<file path="src/rtl/rv_exec_mdu_pkg.sv">
// Shared types and helpers for the iterative RV32M multiply/divide unit.
package rv_exec_mdu_pkg;

  typedef enum logic [2:0] {
    OP_MUL    = 3'b000,
    OP_MULH   = 3'b001,
    OP_MULHSU = 3'b010,
    OP_MULHU  = 3'b011,
    OP_DIV    = 3'b100,
    OP_DIVU   = 3'b101,
    OP_REM    = 3'b110,
    OP_REMU   = 3'b111
  } mdu_op_t;

  typedef enum logic [1:0] {
    ST_IDLE = 2'd0,
    ST_CALC = 2'd1,
    ST_DONE = 2'd2
  } mdu_state_t;

  localparam int BPC_RADIX2  = 1;
  localparam int BPC_RADIX4  = 2;
  localparam int BPC_RADIX16 = 4;

  function automatic logic op1_signed(mdu_op_t op);
    return op inside {OP_MULH, OP_MULHSU, OP_DIV, OP_REM};
  endfunction

  function automatic logic op2_signed(mdu_op_t op);
    return op inside {OP_MULH, OP_DIV, OP_REM};
  endfunction

endpackage

</file>
<file path="src/rtl/rv_exec_mdu_div_step.sv">
// One radix-2^K restoring division step: shifts K dividend bits into the
// partial remainder and produces K quotient bits.
module rv_mdu_div_step #(
  parameter int XLEN = 32,
  parameter int K    = 1
) (
  input  logic [XLEN-1:0] rem_i,
  input  logic [K-1:0]    dvd_i,
  input  logic [XLEN-1:0] dvs_i,
  output logic [XLEN-1:0] rem_o,
  output logic [K-1:0]    quo_o
);

  logic [XLEN:0] r;

  // rem_i < dvs_i (or dvs_i == 0) keeps the shifted remainder within XLEN+1 bits
  always_comb begin
    r     = {1'b0, rem_i};
    quo_o = '0;
    for (int i = K - 1; i >= 0; i--) begin
      r = {r[XLEN-1:0], dvd_i[i]};
      if (r >= {1'b0, dvs_i}) begin
        r        = r - {1'b0, dvs_i};
        quo_o[i] = 1'b1;
      end
    end
    rem_o = r[XLEN-1:0];
  end

endmodule

</file>
<file path="src/rtl/rv_exec_mdu.sv">
// Iterative RV32M multiply/divide unit: sign-magnitude shift-add multiply and
// restoring divide, K bits per cycle, one-cycle registered result strobe.
module rv_exec_mdu
  import rv_exec_mdu_pkg::*;
#(
  parameter int XLEN           = 32,
  parameter int BITS_PER_CYCLE = 1,
  parameter int FAST_SPECIAL   = 1
) (
  input  logic            i_clk,
  input  logic            i_reset_n,
  input  logic            i_flush,
  input  logic            i_valid,
  output logic            o_ready,
  input  logic [2:0]      i_funct3,
  input  logic [4:0]      i_rd,
  input  logic [XLEN-1:0] i_op1,
  input  logic [XLEN-1:0] i_op2,
  output logic            o_busy,
  output logic            o_valid,
  output logic [XLEN-1:0] o_result,
  output logic [4:0]      o_rd
);

  localparam int K  = BITS_PER_CYCLE;
  localparam int N  = XLEN / K;
  localparam int CW = (N > 1) ? $clog2(N) : 1;
  localparam logic [CW-1:0]   CNT_LAST = CW'(N - 1);
  localparam logic [XLEN-1:0] XMIN     = {1'b1, {(XLEN-1){1'b0}}};

  mdu_state_t        state_q, state_d;
  logic [CW-1:0]     cnt_q, cnt_d;
  mdu_op_t           op_q, op_d;
  logic [4:0]        rd_q, rd_d;
  logic [2*XLEN-1:0] acc_q, acc_d;
  logic [XLEN-1:0]   opb_q, opb_d;
  logic              negp_q, negp_d, negr_q, negr_d;
  logic [XLEN-1:0]   res_q, res_d;
  logic [4:0]        rdo_q, rdo_d;

  // accept-side decode
  mdu_op_t         op_in;
  logic            neg1, neg2, div_zero, div_ovf, special, accept;
  logic [XLEN-1:0] mag1, mag2, spec_res;

  assign op_in    = mdu_op_t'(i_funct3);
  assign neg1     = op1_signed(op_in) & i_op1[XLEN-1];
  assign neg2     = op2_signed(op_in) & i_op2[XLEN-1];
  assign mag1     = neg1 ? -i_op1 : i_op1;
  assign mag2     = neg2 ? -i_op2 : i_op2;
  assign div_zero = i_funct3[2] & (i_op2 == '0);
  assign div_ovf  = i_funct3[2] & ~i_funct3[0] & (i_op1 == XMIN) & (i_op2 == '1);
  assign special  = (FAST_SPECIAL != 0) & (div_zero | div_ovf);
  assign spec_res = div_zero ? (i_funct3[1] ? i_op1 : '1)
                             : (i_funct3[1] ? '0 : XMIN);
  assign accept   = i_valid & o_ready & ~i_flush;

  // iteration datapath; acc holds {partial product, multiplier} or {remainder, dividend/quotient}
  logic [XLEN+K-1:0] mul_hi;
  logic [2*XLEN-1:0] mul_nxt, div_nxt, step_acc, prod;
  logic [XLEN-1:0]   div_rem, quo_s, rem_s, fin_res;
  logic [K-1:0]      div_quo;

  assign mul_hi = {{K{1'b0}}, acc_q[2*XLEN-1:XLEN]}
                + ({{K{1'b0}}, opb_q} * {{XLEN{1'b0}}, acc_q[K-1:0]});
  assign mul_nxt = {mul_hi, acc_q[XLEN-1:K]};

  rv_mdu_div_step #(.XLEN(XLEN), .K(K)) u_div_step (
    .rem_i (acc_q[2*XLEN-1:XLEN]),
    .dvd_i (acc_q[XLEN-1:XLEN-K]),
    .dvs_i (opb_q),
    .rem_o (div_rem),
    .quo_o (div_quo)
  );

  assign div_nxt  = {div_rem, acc_q[XLEN-K-1:0], div_quo};
  assign step_acc = op_q[2] ? div_nxt : mul_nxt;

  assign prod    = negp_q ? -step_acc : step_acc;
  assign quo_s   = negp_q ? -step_acc[XLEN-1:0] : step_acc[XLEN-1:0];
  assign rem_s   = negr_q ? -step_acc[2*XLEN-1:XLEN] : step_acc[2*XLEN-1:XLEN];
  assign fin_res = op_q[2] ? (op_q[1] ? rem_s : quo_s)
                           : ((op_q == OP_MUL) ? prod[XLEN-1:0] : prod[2*XLEN-1:XLEN]);

  always_comb begin
    state_d = state_q;
    cnt_d   = cnt_q;
    op_d    = op_q;
    rd_d    = rd_q;
    acc_d   = acc_q;
    opb_d   = opb_q;
    negp_d  = negp_q;
    negr_d  = negr_q;
    res_d   = res_q;
    rdo_d   = rdo_q;
    case (state_q)
      ST_IDLE: begin
        if (accept) begin
          op_d   = op_in;
          rd_d   = i_rd;
          acc_d  = {{XLEN{1'b0}}, mag1};
          opb_d  = mag2;
          // divide-by-zero keeps the all-ones quotient unsigned
          negp_d = (neg1 ^ neg2) & ~div_zero;
          negr_d = neg1;
          cnt_d  = '0;
          if (special) begin
            state_d = ST_DONE;
            res_d   = spec_res;
            rdo_d   = i_rd;
          end else begin
            state_d = ST_CALC;
          end
        end
      end
      ST_CALC: begin
        acc_d = step_acc;
        cnt_d = cnt_q + 1'b1;
        if (cnt_q == CNT_LAST && !i_flush) begin
          state_d = ST_DONE;
          cnt_d   = '0;
          res_d   = fin_res;
          rdo_d   = rd_q;
        end
      end
      ST_DONE: state_d = ST_IDLE;
      default: state_d = ST_IDLE;
    endcase
    if (i_flush) begin
      state_d = ST_IDLE;
      cnt_d   = '0;
    end
  end

  always_ff @(posedge i_clk or negedge i_reset_n) begin
    if (!i_reset_n) begin
      state_q <= ST_IDLE;
      cnt_q   <= '0;
      op_q    <= OP_MUL;
      rd_q    <= '0;
      acc_q   <= '0;
      opb_q   <= '0;
      negp_q  <= 1'b0;
      negr_q  <= 1'b0;
      res_q   <= '0;
      rdo_q   <= '0;
    end else begin
      state_q <= state_d;
      cnt_q   <= cnt_d;
      op_q    <= op_d;
      rd_q    <= rd_d;
      acc_q   <= acc_d;
      opb_q   <= opb_d;
      negp_q  <= negp_d;
      negr_q  <= negr_d;
      res_q   <= res_d;
      rdo_q   <= rdo_d;
    end
  end

  assign o_ready  = (state_q == ST_IDLE);
  assign o_busy   = (state_q != ST_IDLE);
  assign o_valid  = (state_q == ST_DONE);
  assign o_result = res_q;
  assign o_rd     = rdo_q;

endmodule

</file>
<file path="config.mk">
export PLATFORM = sky130hd
export DESIGN_NAME = rv_exec_mdu
export DESIGN_NICKNAME = d
export VERILOG_FILES = /design/src/rtl/rv_exec_mdu_pkg.sv /design/src/rtl/rv_exec_mdu_div_step.sv /design/src/rtl/rv_exec_mdu.sv
export SDC_FILE = /design/constraint.sdc
export NUM_CORES = 1
export LEC_CHECK = 0
export BUFFER_PORTS_ARGS = -buffer_cell sky130_fd_sc_hd__buf_2
export CORE_ASPECT_RATIO = 0.9
export CORE_MARGIN = 5
export CORE_UTILIZATION = 40
export DETAILED_ROUTE_END_ITERATION = 12
export HOLD_SLACK_MARGIN = 0.12
export PLACE_DENSITY = 0.68
export SETUP_SLACK_MARGIN = 0.3
export SLEW_MARGIN = 0
export SYNTH_ARGS = -nofsm -noshare
export SYNTH_HDL_FRONTEND = slang
export SYNTH_SLANG_ARGS = --single-unit
</file>
<file path="constraint.sdc">
create_clock -name i_clk -period 6.6 [get_ports i_clk]
set_input_delay 1.98 -clock i_clk [delete_from_list [all_inputs] [get_ports i_clk]]
set_output_delay 1.98 -clock i_clk [all_outputs]
set_load 0.05 [all_outputs]
</file>
## Yosys cells after proc, flatten, opt, wreduce, memory -nomap -nowiden

Cells that the tools add are included.

| word-level totals | value |
|---|---|
| bits of input ports | 76 |
| output and inout port bits | 40 |
| word-level logic and storage cells | 96 |
| register bits | 150 |

| operators by class | value |
|---|---|
| muxes and demuxes | 33 |
| add/subtract/negate cells | 8 |
| magnitude comparators | 1 |
| reduce and logical (&&, ||, !) cells | 15 |
| bitwise gates (word level) | 14 |
| $mul | 1 |
| equality and inequality tests | 14 |

Operators with widths:

| kind | count |
|---|---|
| 32-bit 2-to-1 mux | 14 |
| 64-bit 2-to-1 mux | 3 |
| 32-bit negation | 4 |
| 64-bit one-hot mux with 2 select lines | 1 |
| 32-bit == test (second input constant) | 2 |
| 64-bit negation | 1 |
| 32-bit one-hot mux with 2 select lines | 1 |
| 32-bit by 33-bit adder with 33-bit output | 1 |
| 33-bit by 32-bit >= comparator with 1-bit output | 1 |
| 32-bit by 1-bit multiplier with 33-bit output | 1 |
| 32-bit zero test | 1 |
| 32-bit subtractor | 1 |
| 5-bit 2-to-1 mux | 6 |
| 5-bit one-hot mux with 2 select lines | 2 |
| 1-bit bitwise AND | 9 |
| 2-bit 2-to-1 mux | 4 |
| 2-bit AND reduction | 4 |
| 3-bit == test (second input constant) | 2 |
| 3-bit nonzero test | 2 |
| 5-bit by 1-bit adder with 5-bit output (second input constant) | 1 |
| 5-bit == test (second input constant) | 1 |
| 2-bit by 1-bit != test with 1-bit output (second input constant) | 2 |
| 2-bit one-hot mux with 2 select lines | 1 |
| 4-bit AND reduction | 1 |
| other kinds (17) | 20 |

## Logic depth before layout (Yosys ltp)

| logic depth | value |
|---|---|
| depth in word-level cells | 9 |
| gate-level depth with buffers | 23 |
| depth with buffers taken out | 20 |

## Hierarchy

A second synthesis with hierarchy kept.

| second synthesis, totals | value |
|---|---|
| cells, all modules | 2,121 |
| area total of the unflattened synthesis | 16,066.7 um2 |

Modules (own cells, without submodules):

| module | area an instance (um2) | cells each | sequential area each (um2) | instances |
|---|---|---|---|---|
| rv_exec_mdu | 13,735.7 | 1,798 | 3,753.6 | 1 |
| rv_mdu_div_step | 2,331.0 | 323 | 0.0 | 1 |

## Worst setup path before layout

Ideal clock, no wire load.

| timing path | value |
|---|---|
| path type | input to register |
| from | input i_op2[13] |
| to | register res_q[26], in the netlist o_result[26] |
| data required time | 6.458 ns |
| arrival | 4.935 ns |
| library setup time | 0.142 ns |
| slack | 1.523 ns |
| stages on the path | 12 |
| cell sequence | or4_1 -> or4_1 -> nor4_4 -> nand4b_1 -> o41ai_1 -> nand3b_1 -> a211o_1 -> buf_2 -> buf_2 -> clkbuf_1 -> nand2_1 -> o221ai_1 |

| between the ends | value |
|---|---|
| word-level cells in the longest chain between the ends | 6 |
| elaborated cells between the ends (all ways) | 11 |
| those cells by class | eq/ne (2); mux (4); bitwise (3); reduce/logical (2) |

RTL lines:

| element | RTL line | RTL |
|---|---|---|
| start, declared | rv_exec_mdu.sv:18 | `input logic [XLEN-1:0] i_op2,` |
| 32-bit zero test | rv_exec_mdu.sv:51 | `assign div_zero = i_funct3[2] & (i_op2 == '0);` |
| 1-bit bitwise AND | rv_exec_mdu.sv:51 |  |
| 32-bit 2-to-1 mux | rv_exec_mdu.sv:54 | `assign spec_res = div_zero ? (i_funct3[1] ? i_op1 : '1)` |
| 32-bit 2-to-1 mux | rv_exec_mdu.sv:107 | `if (special) begin` |
| 32-bit 2-to-1 mux | rv_exec_mdu.sv:98 | `if (accept) begin` |
| 32-bit one-hot mux with 2 select lines | rv_exec_mdu.sv:96 | `case (state_q)` |
| end signal, assigned | rv_exec_mdu.sv:156 | `res_q <= res_d;` |
| end, declared | rv_exec_mdu.sv:38 | `logic [XLEN-1:0] res_q, res_d;` |

Several ways; a longest one is shown, not always the timed one. The select of a mux whose other input is x is not followed.
A chain may end at the register's enable or synchronous reset.

## Worst setup path in the final report

| timing path | value |
|---|---|
| from | register acc_q[0] |
| to | register res_q[31], in the netlist o_result[31] |

| between the ends | value |
|---|---|
| word-level cells in the longest chain between the ends | 9 |
| elaborated cells between the ends (all ways) | 14 |
| those cells by class | add/sub (4); mul (1); mux (9) |

RTL lines:

| element | RTL line | RTL |
|---|---|---|
| start, declared | rv_exec_mdu.sv:35 | `logic [2*XLEN-1:0] acc_q, acc_d;` |
| start signal, assigned | rv_exec_mdu.sv:141 | `acc_q <= '0;` |
| start signal, assigned | rv_exec_mdu.sv:152 | `acc_q <= acc_d;` |
| 32-bit by 1-bit multiplier with 33-bit output | rv_exec_mdu.sv:65 | `+ ({{K{1'b0}}, opb_q} * {{XLEN{1'b0}}, acc_q[K-1:0]});` |
| 32-bit by 33-bit adder with 33-bit output | rv_exec_mdu.sv:65 |  |
| 64-bit 2-to-1 mux (*) | rv_exec_mdu.sv:77 | `assign step_acc = op_q[2] ? div_nxt : mul_nxt;` |
| 64-bit negation (tied with other cells) | rv_exec_mdu.sv:79 | `assign prod = negp_q ? -step_acc : step_acc;` |
| 64-bit 2-to-1 mux (tied with other cells) | rv_exec_mdu.sv:79 |  |
| 32-bit 2-to-1 mux (on tied branches) | rv_exec_mdu.sv:83, rv_exec_mdu.sv:82 |  |
| 32-bit 2-to-1 mux (*) | rv_exec_mdu.sv:82 | `assign fin_res = op_q[2] ? (op_q[1] ? rem_s : quo_s)` |
| 32-bit 2-to-1 mux (*) | rv_exec_mdu.sv:119 | `if (cnt_q == CNT_LAST && !i_flush) begin` |
| 32-bit one-hot mux with 2 select lines (*) | rv_exec_mdu.sv:96 |  |

Every way passes the cells marked *; elsewhere a longest branch is shown, timed or not. The select of a mux whose other input is x is not followed.

==> summary.txt <==
Status
  • Status: finished clean

Setup path
  • Worst Setup Path Type: reg2reg
  • Crit-path max FO: 26
  • CP startpoint: acc_q[0]
  • Crit path buf inv count: 1
  • Crit-path most repeated cell: a21oi_1
  • Slowest CP cell: nor4_1
  • Family with the most delay on the worst path: compound AO/OA/AOI/OAI gates
  • WP data arrival: 6.19 ns
  • Critical Path Start Type: flip-flop
  • Launch point of the worst reg-to-reg path: acc_q[0]
  • Critical Path Sink Type: flip-flop
  • Critical path, cell by cell: and2_1 > ha_1 > inv_1 > fa_1 > nand2b_1 > a21oi_1 > o21ai_1 > o31ai_1 > a21oi_1 > mux2i_1 > a22oi_1 > nand4_2 > nor4_1 > o21ai_0 > o211ai_1
  • CP required: 6.96 ns
  • Slowest stage delay, CP: 0.89 ns

Place
  • IO buf count: 115
  • Gpl congestion: 1.06
  • Post-DP HPWL: 54800 um
  • Place WS: 0.746 ns

Timing
  • Worst Skew: 0.0213 ns
  • Final Hold Viols: 0
  • Min cycle time layout: 5.83 ns
  • Worst slew pin tran: 1.23 ns
  • Slew Limit Fails: 0
  • Final setup violation count: 0
  • Final period util: 0.883
  • Fin worst setup slack: 0.771 ns
  • Unrepaired setup endpoints after global routing: false
  • Max Clk Rate: 172 MHz
  • TNS Setup: 0 ns
  • Hold_ws: 0.475 ns
  • Slew headroom: 0.174

Power
  • Cell Pwr Density: 454 mW/mm^2
  • Worst VDD drop: 0.277 mV
  • Leak pwr: 7.38 nW

Clocking
  • Clock latency on the worst-skew pair: 0.47 ns
  • Number of post-CTS setup repair buffers: 0
  • Clock buffer depth: 2
  • Clock Tree Root: clkbuf_16
  • Cts hold-fix bufs: 0
  • Worst-path clk slew: 0.07 ns
  • CTS Sinks: 150
  • Resized cells post-CTS: 0
  • CTS tree: built
  • Cts bufs inserted: 17
  • # H-tree levels: 4

Logic synthesis
  • Most numerous cell in the Yosys netlist: nand2_1
  • Netlist cell types: 105
  • XOR/XNOR Fraction of Synth Area: 0.0857
  • Mean Syn Cell Area: 7.38 um^2
  • Synth Flop Type: dfrtp_1
  • Multiplexer share of the synthesized area: 0.0267
  • Largest family of logic cells by synthesized area: compound AO/OA/AOI/OAI gates
  • Post-synthesis simple-gate area fraction: 0.249
  • FFs w/ async S/R, synth: 1.00
  • Post-synthesis compound-gate area fraction: 0.300
  • Post-synth EDFFs: 0
  • Post-Syn Nets: 2390
  • Syn Inst Count: 2241
  • Post-Syn Area: 0.0165 mm^2
  • Top cell type's share of synthesized area: 0.227
  • Flops & latches, synth: 150
  • Ys Warns: 0
  • Post-synth top area cell: dfrtp_1
  • Synth top cells by count: nand2_1 (296), o21ai_0 (209), nor2_1 (161), a21oi_1 (155), dfrtp_1 (150)
  • Synth area leaders: dfrtp_1 (23%), nand2_1 (6.7%), o21ai_0 (6.3%), xnor2_1 (5.7%), ha_1 (5.4%)
  • Sequential share of the synthesized area: 0.227
  • Synth Area in Adders: 0.0561

Cells and area
  • Area growth, synth to finish: 9.56%
  • Antenna Cells: 0
  • Layout cells sized above 1: 0.116
  • Final core area utilization: 0.445
  • Final nets: 2429

GRT
  • GRT Total Usage: 0.299
  • First-pass GRT wire length: 106000 um
  • Vias in the first global route: 17000
  • Initial antenna violation count: 3
  • Total gr overflow: 0
  • Largest net degree at the start of global routing: 133

Detailed routing
  • DR vias/cell: 6.48
  • Length of the first detailed-routing pass in iterations: 6
  • Via count: 18400
  • # DRC: 0
  • Initial DRC Count: 2319
  • Antenna viol nets, final: 0
  • Routed WL: 70300 um
  • Wire length per cell: 24.8 um

Floorplanning
  • Core area: 0.0407 mm^2
  • Die X: 224 um
  • Initial Util: 0.406
  • Total die area: 0.0455 mm^2
  • # IOs: 116
  • Die H: 203 um
  • Rows: 70

Worst hold path
  • HP Class: reg2reg
  • Hold_sp: rd_q[0]

Job
  • Maxcap violations: 0
worst paths after layout:
path	cells past startpoint	end	slack, ns
worst max-delay path	15	o_result[31]	0.77
worst min-delay path	2	rd_q[0]	0.48
worst max register to register	15	o_result[31]	0.77
worst min register to register	2	rd_q[0]	0.48
max in group asynchronous	2	op_q[2]	3.71
min in group asynchronous	1	o_result[21]	1.57
where the power goes:
part / switching, W / leakage [nW] / internal, W / total (W)
sequential: 0.000385 / 1.89 / 0.00114 / 0.00152
clock: 0.000476 / 0.273 / 0.000531 / 0.00101
combinational: 0.00382 / 5.22 / 0.00188 / 0.00570
registers in the layout (all words and copies together), names as in the netlist:
name,flops
negr_q,1
negp_q,1
rd_q,5
o_rd,5
cnt_q,5
state_q,2
acc_q,64
op_q,3
o_result,32
opb_q,32
cell families after synthesis:
logic type	after synthesis
and+or+nand+nor	850
xor gates and xnor gates	162
adders and majority gates	73
buffers and inverters	217
DFF	150
AOI/OAI and AO/OA	745
muxes	44
stage by stage:
stage          total power, W  cell area, um^2  cells
4_1_cts               0.00805            18100   2833
6_report              0.00823            18100   2833
5_1_grt               0.00870            18100   2833
3_5_place_dp          0.00702            17600   2801
2_1_floorplan         0.00528            16500   2241
3_3_place_gp          0.00698            17600   2801
cell usage in the layout (no fill, tap or decap), types with 11 or more instances in the layout:
master and count:
and3_1 18, o41ai_1 11, o21a_1 15, nor2_1 159
nand2b_1 20, a211oi_1 15, ha_1 71, o21ai_1 13
nor3_1 60, a21o_1 21, xor2_1 55, nor4_1 22
inv_1 74, mux2i_1 43, dfrtp_1 148, nor2b_1 14
or2_2 15, or3_1 18, a21oi_1 155, o221ai_1 37
xnor2_1 107, o21ai_0 209, nand3_1 92, and2_1 39
nand4_1 39, clkbuf_16 17, o31ai_1 35, a31oi_1 45
buf_2 114, o211ai_1 31, nand2_1 296, buf_4 44
or4_1 11
area by class of cell:
type / instances / area, um^2
Sequential cell: 150 / 3760
Clock inverter: 14 / 144
Multi-Input combinational cell: 1874 / 11900
Tap cell: 540 / 676
Clock buffer: 18 / 429
Fill cell: 4105 / 22600
Inverter: 77 / 289
Timing Repair Buffer: 160 / 932
worst min-delay path, delay by kind of cell (launching register included):
family / cells / cell delay [ns]
simple gates: 2 / 0.11
flops: 1 / 0.34
layer usage:
| metal | wire length, um | vias to the layer above | GRT usage | share of wire |
|---|---|---|---|---|
| met2 | 28600 | 1069 | 0.423 | 0.41 |
| met1 | 31100 | 8810 | 0.439 | 0.44 |
| li1 | - | 8358 | - | - |
| met4 | 2330 | 0 | 0.0957 | 0.033 |
| met5 | 0 | - | 0 | 0 |
| met3 | 8320 | 126 | 0.0831 | 0.12 |
Note: power is estimated with default switching activity, not from simulation.
